### config.mk
export PLATFORM = sky130hd
export DESIGN_NAME = fb_porta_arbiter
export DESIGN_NICKNAME = d
export VERILOG_FILES = /design/src/rtl/fb_porta_arbiter.sv
export SDC_FILE = /design/constraint.sdc
export NUM_CORES = 1
export LEC_CHECK = 0
export ABC_AREA = 1
export BUFFER_PORTS_ARGS = -buffer_cell sky130_fd_sc_hd__buf_2
export CORE_MARGIN = 4
export CORE_UTILIZATION = 44
export CTS_BUF_LIST = sky130_fd_sc_hd__clkbuf_2
export CTS_CLUSTER_SIZE = 30
export DETAILED_ROUTE_END_ITERATION = 8
export PLACE_DENSITY = 0.78
export SLEW_MARGIN = 15
export SYNTH_ARGS = -nofsm -noshare
export SYNTH_HDL_FRONTEND = slang
export SYNTH_SLANG_ARGS = --single-unit
### constraint.sdc
create_clock -name clk -period 4.1 [get_ports clk]
set_input_delay 0.205 -clock clk [delete_from_list [all_inputs] [get_ports clk]]
set_output_delay 0.205 -clock clk [all_outputs]
set_load 0.05 [all_outputs]
### src/rtl/fb_porta_arbiter.sv
// Two-requester arbiter for framebuffer BRAM port A: grant, registered issue, tagged read return.
// Define FB_ARB_FIXED_PRIO_EN for strict priority to requester 0 (default: round-robin).
module fb_porta_arbiter #(
   parameter int ADDR_WIDTH = 19,
   parameter int DATA_WIDTH = 32,
   parameter int FB_BYTES   = 307200
) (
   input  logic                  clk,
   input  logic                  resetn,
   input  logic                  m0_req,
   input  logic [ADDR_WIDTH-1:0] m0_addr,
   input  logic [DATA_WIDTH-1:0] m0_wdata,
   input  logic [3:0]            m0_we,
   output logic                  m0_gnt,
   output logic                  m0_rvalid,
   output logic [DATA_WIDTH-1:0] m0_rdata,
   input  logic                  m1_req,
   input  logic [ADDR_WIDTH-1:0] m1_addr,
   input  logic [DATA_WIDTH-1:0] m1_wdata,
   input  logic [3:0]            m1_we,
   output logic                  m1_gnt,
   output logic                  m1_rvalid,
   output logic [DATA_WIDTH-1:0] m1_rdata,
   output logic [ADDR_WIDTH-1:0] bram_addra,
   output logic [DATA_WIDTH-1:0] bram_dina,
   output logic [3:0]            bram_wea,
   output logic                  bram_ena,
   input  logic [DATA_WIDTH-1:0] bram_douta
);

   localparam logic [ADDR_WIDTH-1:0] FB_LIMIT = ADDR_WIDTH'(FB_BYTES);

   logic                  any_gnt;
   logic [ADDR_WIDTH-1:0] sel_addr;
   logic [DATA_WIDTH-1:0] sel_wdata;
   logic [3:0]            sel_we;
   logic                  sel_in_range;
   logic                  sel_read;

   // Index 0 = issue stage, index 1 = return stage
   logic [1:0]            pipe_valid_reg;
   logic [1:0]            pipe_tag_reg;
   logic [1:0]            pipe_range_reg;

   logic [DATA_WIDTH-1:0] ret_data;
   logic [1:0]            rvalid_vec;
   logic [DATA_WIDTH-1:0] rdata_vec [2];
   logic [DATA_WIDTH-1:0] rdata_hold_reg [2];

`ifdef FB_ARB_FIXED_PRIO_EN
   always_comb begin
      m0_gnt = m0_req;
      m1_gnt = m1_req & ~m0_req;
   end
`else
   // Pointer names the last winner; on contention the other requester wins
   logic rr_ptr_reg;

   always_comb begin
      m0_gnt = m0_req & (~m1_req | rr_ptr_reg);
      m1_gnt = m1_req & (~m0_req | ~rr_ptr_reg);
   end

   always_ff @(posedge clk or negedge resetn) begin
      if (!resetn) begin
         rr_ptr_reg <= 1'b1;
      end else if (m0_gnt) begin
         rr_ptr_reg <= 1'b0;
      end else if (m1_gnt) begin
         rr_ptr_reg <= 1'b1;
      end
   end
`endif

   always_comb begin
      any_gnt      = m0_gnt | m1_gnt;
      sel_addr     = m1_gnt ? m1_addr  : m0_addr;
      sel_wdata    = m1_gnt ? m1_wdata : m0_wdata;
      sel_we       = m1_gnt ? m1_we    : m0_we;
      sel_in_range = sel_addr < FB_LIMIT;
      sel_read     = (sel_we == 4'b0000);
   end

   always_ff @(posedge clk or negedge resetn) begin
      if (!resetn) begin
         bram_ena   <= 1'b0;
         bram_wea   <= 4'b0000;
         bram_addra <= '0;
         bram_dina  <= '0;
      end else begin
         bram_ena <= any_gnt & sel_in_range;
         bram_wea <= (any_gnt & sel_in_range) ? sel_we : 4'b0000;
         if (any_gnt) begin
            bram_addra <= sel_addr;
            bram_dina  <= sel_wdata;
         end
      end
   end

   always_ff @(posedge clk or negedge resetn) begin
      if (!resetn) begin
         pipe_valid_reg <= 2'b00;
         pipe_tag_reg   <= 2'b00;
         pipe_range_reg <= 2'b00;
      end else begin
         pipe_valid_reg <= {pipe_valid_reg[0], any_gnt & sel_read};
         pipe_tag_reg   <= {pipe_tag_reg[0], m1_gnt};
         pipe_range_reg <= {pipe_range_reg[0], sel_in_range};
      end
   end

   // BRAM output is only valid in the return cycle, so it is forwarded then and held afterwards
   assign ret_data = pipe_range_reg[1] ? bram_douta : '0;

   genvar gi;
   generate
      for (gi = 0; gi < 2; gi++) begin : g_ret
         assign rvalid_vec[gi] = pipe_valid_reg[1] & (pipe_tag_reg[1] == 1'(gi));
         assign rdata_vec[gi]  = rvalid_vec[gi] ? ret_data : rdata_hold_reg[gi];

         always_ff @(posedge clk or negedge resetn) begin
            if (!resetn) begin
               rdata_hold_reg[gi] <= '0;
            end else if (rvalid_vec[gi]) begin
               rdata_hold_reg[gi] <= ret_data;
            end
         end
      end
   endgenerate

   assign m0_rvalid = rvalid_vec[0];
   assign m1_rvalid = rvalid_vec[1];
   assign m0_rdata  = rdata_vec[0];
   assign m1_rdata  = rdata_vec[1];

endmodule

After elaboration in Yosys (flattened, before gate mapping) --
Cells that the tools add are included.
Cells by class: add/sub/neg operators 0, multipliers 0, divide/modulo/power cells 0, order comparisons 1, equal/unequal tests 0, shift operators 0, mux-type cells 9, bitwise logic cells 13, reduce and logical (&&, ||, !) cells 2
Operator list (number):
- $mux W32 | 4
- $lt A19 B19 Y1 const B | 1
- $mux W19 | 1
- $mux W4 | 2
- $and A1 B1 Y1 | 6
- $logic_not A4 Y1 | 1
- $not A1 Y1 | 4
- $or A1 B1 Y1 | 3
- $mux W1 | 2
- $reduce_bool A2 Y1 | 1
Word-level totals: bits in registers 127, bits in latches 0, memory bits (writable) 0, bits in read-only memories 0, input port bits 146, output and inout bits 124, word-level logic and storage cells 35, memories kept 0

Depth between registers and ports, before layout --
Gate-level depths: netlist (run 1).
depth in word-level cells 7, mapped depth 10, depth with buffers taken out 9

Worst setup path after synthesis (run 1) --
Ideal clock, no wire load.
kind reg-to-reg, start point register pipe_tag_reg[1], end point register rdata_hold_reg[63] in the netlist's numbering, library setup time 310 ps, arrival 1834 ps, required time 3790 ps, setup slack 1956 ps, stages on the path, launching flop included 5, buffers on the path 2, period minus slack after synthesis 2144 ps, path through dfrtp_1 > nor2_1 > buf_2 > buf_1 > a21oi_1
On the way: longest elaborated chain between the ends 3
Ends and longest elaborated chain:
- start: declaration | line 42 | logic [1:0] pipe_tag_reg;
- start signal: assignment | line 107 | pipe_tag_reg <= {pipe_tag_reg[0], m1_gnt};
- $not A1 Y1 | line 118 | assign rvalid_vec[gi] = pipe_valid_reg[1] & (pipe_tag_reg[1] == 1'(gi));
- $and A1 B1 Y1 | line 118
- named net m0_rvalid | line 15 | output logic m0_rvalid,
- $mux W32
- named net m0_rdata[31] | line 16 | output logic [DATA_WIDTH-1:0] m0_rdata,
- end signal: indexed assignment | line 125 | rdata_hold_reg[gi] <= ret_data;
- end: declaration | line 48 | logic [DATA_WIDTH-1:0] rdata_hold_reg [2];
The timed path passes the listed nets, and every way through them passes these cells. A chain may end at the register's enable or synchronous reset.

Final worst setup path (run 1) --
start point register rr_ptr_reg, end point register pipe_valid_reg[0]
On the way: longest elaborated chain between the ends 6, elaborated cells on any way between the ends 9, classes of those cells mux: 1; bitwise: 7; reduce/logical: 1
Ends and longest elaborated chain:
- start: declaration | line 57 | logic rr_ptr_reg;
- start signal: assignment | line 66 | rr_ptr_reg <= 1'b1;
- start signal: assignment | line 68 | rr_ptr_reg <= 1'b0;
- start signal: assignment | line 70 | rr_ptr_reg <= 1'b1;
- $not A1 Y1 | line 61 | m1_gnt = m1_req & (~m0_req | ~rr_ptr_reg);
- $or A1 B1 Y1 | line 61
- $and A1 B1 Y1 | line 61
- $mux W4 | line 79 | sel_we = m1_gnt ? m1_we : m0_we;
- $logic_not A4 Y1 | line 81 | sel_read = (sel_we == 4'b0000);
- $and A1 B1 Y1 (*) | line 106 | pipe_valid_reg <= {pipe_valid_reg[0], any_gnt & sel_read};
- end signal: assignment | line 106
- end: declaration | line 41 | logic [1:0] pipe_valid_reg;
Mark *: on every way between the ends. The rest lies on a longest branch, timed or not.

==> results.json, run 1 <==
{
  "status": "finished, final reports clean",
  "clock_latency_ns": 0.66,
  "die_h_um": 117,
  "synth_flop_cell": "dfrtp_1",
  "synth_edf_count": 0,
  "firstDrtPassIters": 5,
  "worstPathArrival_ns": 3.96,
  "synthDistinctLibCells": 25,
  "grt_usage": 0.272,
  "finalHoldViolCount": 0,
  "final.period_utilization": 0.823,
  "cts_buffers": 17,
  "syn_nets": 726,
  "drtIter0Drc": 399,
  "crit_path_end_kind": "flip-flop",
  "slew_headroom": 0.226,
  "clockBufferDepth": 2,
  "hpwl_um": 10800,
  "irDropWorstVdd_mv": 0.305,
  "area_growth_pct": 58.3,
  "setup_viol": 0,
  "ioPinCount": 270,
  "skew_ns": 0.0279,
  "antenna_left": 0,
  "worst_slew_pin_slew_ns": 1.16,
  "die_x_um": 117,
  "htree_levels": 4,
  "routedWlPerCell_um": 16.5,
  "finalWirelength_um": 18800,
  "dr_total_vias": 5806,
  "synthArstFlopShare": 1.00,
  "initial_core_util": 0.453,
  "nets": 1128,
  "grt.overflow.total": 0,
  "hold_class": "in -> reg",
  "synthCells": 580,
  "routabilityCongestion": 0.818,
  "start_kind": "flip-flop",
  "fin_hold_ws_ns": 0.0982,
  "crit_fanout": 58,
  "maxCapViolCount": 0,
  "r2r_setup_slack_ns": 0.73,
  "final_common_cell": "buf_2",
  "syn_avg_cell_area_sq_um": 8.99,
  "leakage_nw": 4.11,
  "synth_seq_cells": 127,
  "clkTransAtPathRegs_ns": 0.19,
  "io_buffers": 269,
  "slew_violations": 0,
  "cts_tree": "built",
  "power_density_nw_per_um2": 564,
  "ys_warn_count": 0,
  "crit_type": "reg -> reg",
  "core_area_sq_um": 11500,
  "cts_root_buf": "clkbuf_2",
  "final.setup.worst_slack_ns": 0.725,
  "grt_max_degree": 73,
  "drive_above_1_share": 0.322,
  "rsz0062_at_grt": "no",
  "via_per_inst": 5.09,
  "fmax_mhz": 296,
  "grt_pass1_wl_um": 28700,
  "antenna_found_initial": 5,
  "clock_sinks": 127,
  "p_total_mw": 4.65,
  "timing.final.crit_period_ns": 3.37,
  "layout_common_cells": "268 x buf_2, 149 x dlygate4sd3_1, 127 x nand2_1, 126 x dfrtp_1, 117 x o21ai_0",
  "pre_cts_slack_ns": 1.78,
  "drc_errors": 0,
  "synth_area_sq_um": 5210,
  "post_cts_buffers": 0,
  "grt_pass1_vias": 5995,
  "largest_reg_flops": 64,
  "fillers": 790,
  "dieArea_sq_um": 13700,
  "row_count": 39,
  "setup_tns_ns": 0,
  "seq_area_frac_synth": 0.610,
  "crit_required_ns": 4.69
}
## synthesized netlist by cell type (5+ instances only)
library cell / n / area [sq um]
nand2_2: 5 / 31.3
clkbuf_1: 18 / 67.6
buf_2: 14 / 70.1
inv_1: 11 / 41.3
o21ai_0: 117 / 586
dfrtp_1: 126 / 3150
a21oi_1: 32 / 160
nand3_1: 5 / 25.0
nor2_1: 88 / 330
nand2_1: 128 / 480
o21ai_1: 10 / 50.1
## final cells by class
type                       instances  area [sq um]  share of cell area
antenna                            3          7.51            0.000910
sequential                       127          3180               0.385
clock inverter                    14          77.6             0.00940
timing repair buffer             422          2870               0.348
multi-input combinational        401          1800               0.218
clock buffer                      18          90.1              0.0109
tap                              143           179              0.0217
inverter                          13          48.8             0.00592
## power by group
group	switching [mW]	internal [mW]	total [mW]
Clock	0.455	0.145	0.600
Sequential	0.132	1.57	1.70
Combinational	1.75	0.599	2.35
## metal layers
| metal | vias to the layer above | track usage | part of all wire | routed length, um |
|---|---|---|---|---|
| met2 | 329 | 0.466 | 0.51 | 9610 |
| met3 | 64 | 0.0951 | 0.092 | 1730 |
| li1 | 2701 | - | - | - |
| met5 | - | 0 | 0.0011 | 21 |
| met1 | 2708 | 0.302 | 0.36 | 6730 |
| met4 | 4 | 0.135 | 0.038 | 717 |
## repair_timing
item / CTS / global route
hold buffers: 149 / 0
hold endpoints to repair: 192 / 0
gates resized for setup: 0 / 0
## path summary, 6_finish.rpt
check / to / depth (start not counted) / start
worst min register to register: pipe_range_reg[1] / 0 / pipe_range_reg[0]
worst max-delay path: pipe_valid_reg[0] / 8 / rr_ptr_reg
min in group asynchronous: rdata_hold_reg[13] / 2 / resetn
worst max register to register: pipe_valid_reg[0] / 8 / rr_ptr_reg
max in group asynchronous: rdata_hold_reg[55] / 3 / resetn
worst min-delay path: pipe_range_reg[0] / 7 / m1_addr[17]
## stage by stage
stage	std cells	instance area [sq um]	util
2_1_floorplan	580	5210	-
3_3_place_gp	957	6580	0.572
3_5_place_dp	957	6580	0.572
4_1_cts	1138	8240	0.716
5_1_grt	1141	8250	0.716
6_report	1141	8250	0.716
## cell families after synthesis
logic type / count (synthesis) / synth area share
compound gates: 166 / 0.163
buf+inv: 52 / 0.0473
simple gates: 235 / 0.180
flops: 127 / 0.610
## worst max-delay path: stages, from the launching register on
cell and delay [ns]:
dfstp_2 0.62, nand2_4 0.10, nand2_4 0.49, inv_2 0.49
o21ai_2 0.24, dlygate4sd3_1 0.61, nand4_1 0.09, dlygate4sd3_1 0.58
nor2_1 0.08
Power figures use the tool's default switching activity.
==> run 2, diff against run 1 <==
--- a/config.mk
+++ b/config.mk
@@ -8,7 +8,7 @@
 export ABC_AREA = 1
 export BUFFER_PORTS_ARGS = -buffer_cell sky130_fd_sc_hd__buf_2
 export CORE_MARGIN = 4
-export CORE_UTILIZATION = 44
+export CORE_UTILIZATION = 42
 export CTS_BUF_LIST = sky130_fd_sc_hd__clkbuf_2
 export CTS_CLUSTER_SIZE = 30
 export DETAILED_ROUTE_END_ITERATION = 8
==> constraint.sdc (replaced) <==
create_clock -name clk -period 2.95 [get_ports clk]
set_input_delay 0.1475 -clock clk [delete_from_list [all_inputs] [get_ports clk]]
set_output_delay 0.1475 -clock clk [all_outputs]
set_load 0.05 [all_outputs]
==> results.json, run 2 (synthesized netlist as in run 1, its figures left out) <==
{
  "via_per_inst": 5.14,
  "crit_top_cell": "nand2_1",
  "drtIter0Drc": 449,
  "cts_tree": "built",
  "irDropWorstVdd_mv": 0.368,
  "final.period_utilization": 0.985,
  "htree_levels": 4,
  "area_growth_pct": 61.3,
  "finalHoldViolCount": 0,
  "slew_headroom": 0.603,
  "skew_ns": 0.0335,
  "cts_root_buf": "clkbuf_2",
  "routabilityCongestion": 0.789,
  "fmax_mhz": 344,
  "clkTransAtPathRegs_ns": 0.19,
  "grt_pass1_wl_um": 32300,
  "antenna_left": 0,
  "worst_slew_pin_slew_ns": 0.596,
  "largest_reg_flops": 64,
  "die_x_um": 119,
  "crit_fanout": 26,
  "dieArea_sq_um": 14300,
  "r2r_start": "rr_ptr_reg",
  "row_count": 40,
  "die_h_um": 119,
  "io_buffers": 269,
  "drive_above_1_share": 0.324,
  "fillers": 839,
  "maxCapViolCount": 0,
  "status": "finished, final reports clean",
  "drc_errors": 0,
  "cts_buffers": 17,
  "crit_slowest_cell": "dfstp_2",
  "final_common_cell": "buf_2",
  "rsz0062_at_grt": "no",
  "grt.overflow.total": 0,
  "clockBufferDepth": 2,
  "slew_violations": 0,
  "setup_viol": 0,
  "core_area_sq_um": 12100,
  "grt_usage": 0.288,
  "firstDrtPassIters": 5,
  "regArea_sq_um": 3180,
  "nets": 1135,
  "layout_common_cells": "268 x buf_2, 151 x dlygate4sd3_1, 127 x nand2_1, 126 x dfrtp_1, 117 x o21ai_0",
  "timing.final.crit_period_ns": 2.90,
  "dp_cells": 986,
  "multiInputGateArea_sq_um": 1810,
  "hold_class": "in -> reg",
  "slowest_delay_ns": 0.62,
  "power_density_nw_per_um2": 784,
  "routedWlPerCell_um": 17.4,
  "crit_required_ns": 3.54,
  "critPathLaunch": "rr_ptr_reg",
  "crit_path_end_kind": "flip-flop",
  "hp-start": "m1_req",
  "grt_pass1_vias": 6317,
  "finalWirelength_um": 20400,
  "dr_total_vias": 6011,
  "worstPathArrival_ns": 3.50,
  "finalInstanceArea_sq_um": 8410,
  "crit_chain": "nand2_4, nand2_8, nand2_1, o21ai_2, dlygate4sd3_1, nand2_1, dlygate4sd3_1, nand2_1, nand3_2, nor2_1",
  "initial_core_util": 0.432,
  "crit_type": "reg -> reg",
  "hpwl_um": 11300,
  "start_kind": "flip-flop",
  "leakage_nw": 4.19,
  "setup_tns_ns": 0,
  "final_cells": 1170,
  "antenna_found_initial": 1,
  "ioPinCount": 270,
  "clock_sinks": 127,
  "grt_max_degree": 66,
  "fin_hold_ws_ns": 0.189,
  "clock_latency_ns": 0.66,
  "dpl-instance-area_sq_um": 6670
}
-- run 2: path summary, 6_finish.rpt --
path | end | slack [ns] | cells after the start
min reg2reg | pipe_range_reg[1] | 0.38 | 0
min | pipe_tag_reg[0] | 0.19 | 3
min in group asynchronous | rdata_hold_reg[8] | 0.58 | 4
max | bram_wea[3] | 0.05 | 10
max in group asynchronous | rr_ptr_reg | 2.04 | 4
max reg2reg | bram_wea[3] | 0.05 | 10
-- run 2: repair_timing --
item                                   CTS  global route
endpoints found under the hold margin  249             0
setup endpoints to repair                0            19
hold buffers                           152             0
buffers inserted                         0             0
gates resized for setup                  0             4
-- run 2: critical path: cells and delay by family, from the launching register on --
family / cells / cell delay, ns
buffers and inverters: 2 / 1.21
and+or+nand+nor: 7 / 0.90
AOI/OAI and AO/OA: 1 / 0.08
DFF: 1 / 0.62
-- run 2: final cells by class --
| cell class | count | area share |
|---|---|---|
| antenna | 1 | 0.000298 |
| clock buffer | 22 | 0.0131 |
| clock inverter | 9 | 0.00833 |
| inverter | 13 | 0.00610 |
| multi-input combinational | 401 | 0.215 |
| sequential | 127 | 0.378 |
| tap | 168 | 0.0250 |
| timing repair buffer | 429 | 0.354 |
-- run 2: per-layer routing --
| layer | GRT usage | vias to the layer above | share of wire |
|---|---|---|---|
| met5 | 0 | - | 0 |
| met4 | 0.164 | 0 | 0.052 |
| met2 | 0.487 | 366 | 0.50 |
| met1 | 0.322 | 2832 | 0.36 |
| met3 | 0.0864 | 91 | 0.086 |
| li1 | - | 2722 | - |
-- run 2: through the flow --
stage               setup WS (ns)   util  total power [mW]
floorplan                   0.806      -              4.60
finish                     0.0450  0.697              6.59
detailed placement          0.870  0.553              5.37
CTS                        0.0231  0.695              6.55
global route               0.0263  0.697              6.91
global placement            0.901  0.553              5.33
-- run 2: report_power, final --
group / total (mW) / internal (mW) / switching (mW)
combinational: 3.32 / 0.850 / 2.47
clock: 0.909 / 0.303 / 0.606
sequential: 2.35 / 2.19 / 0.169
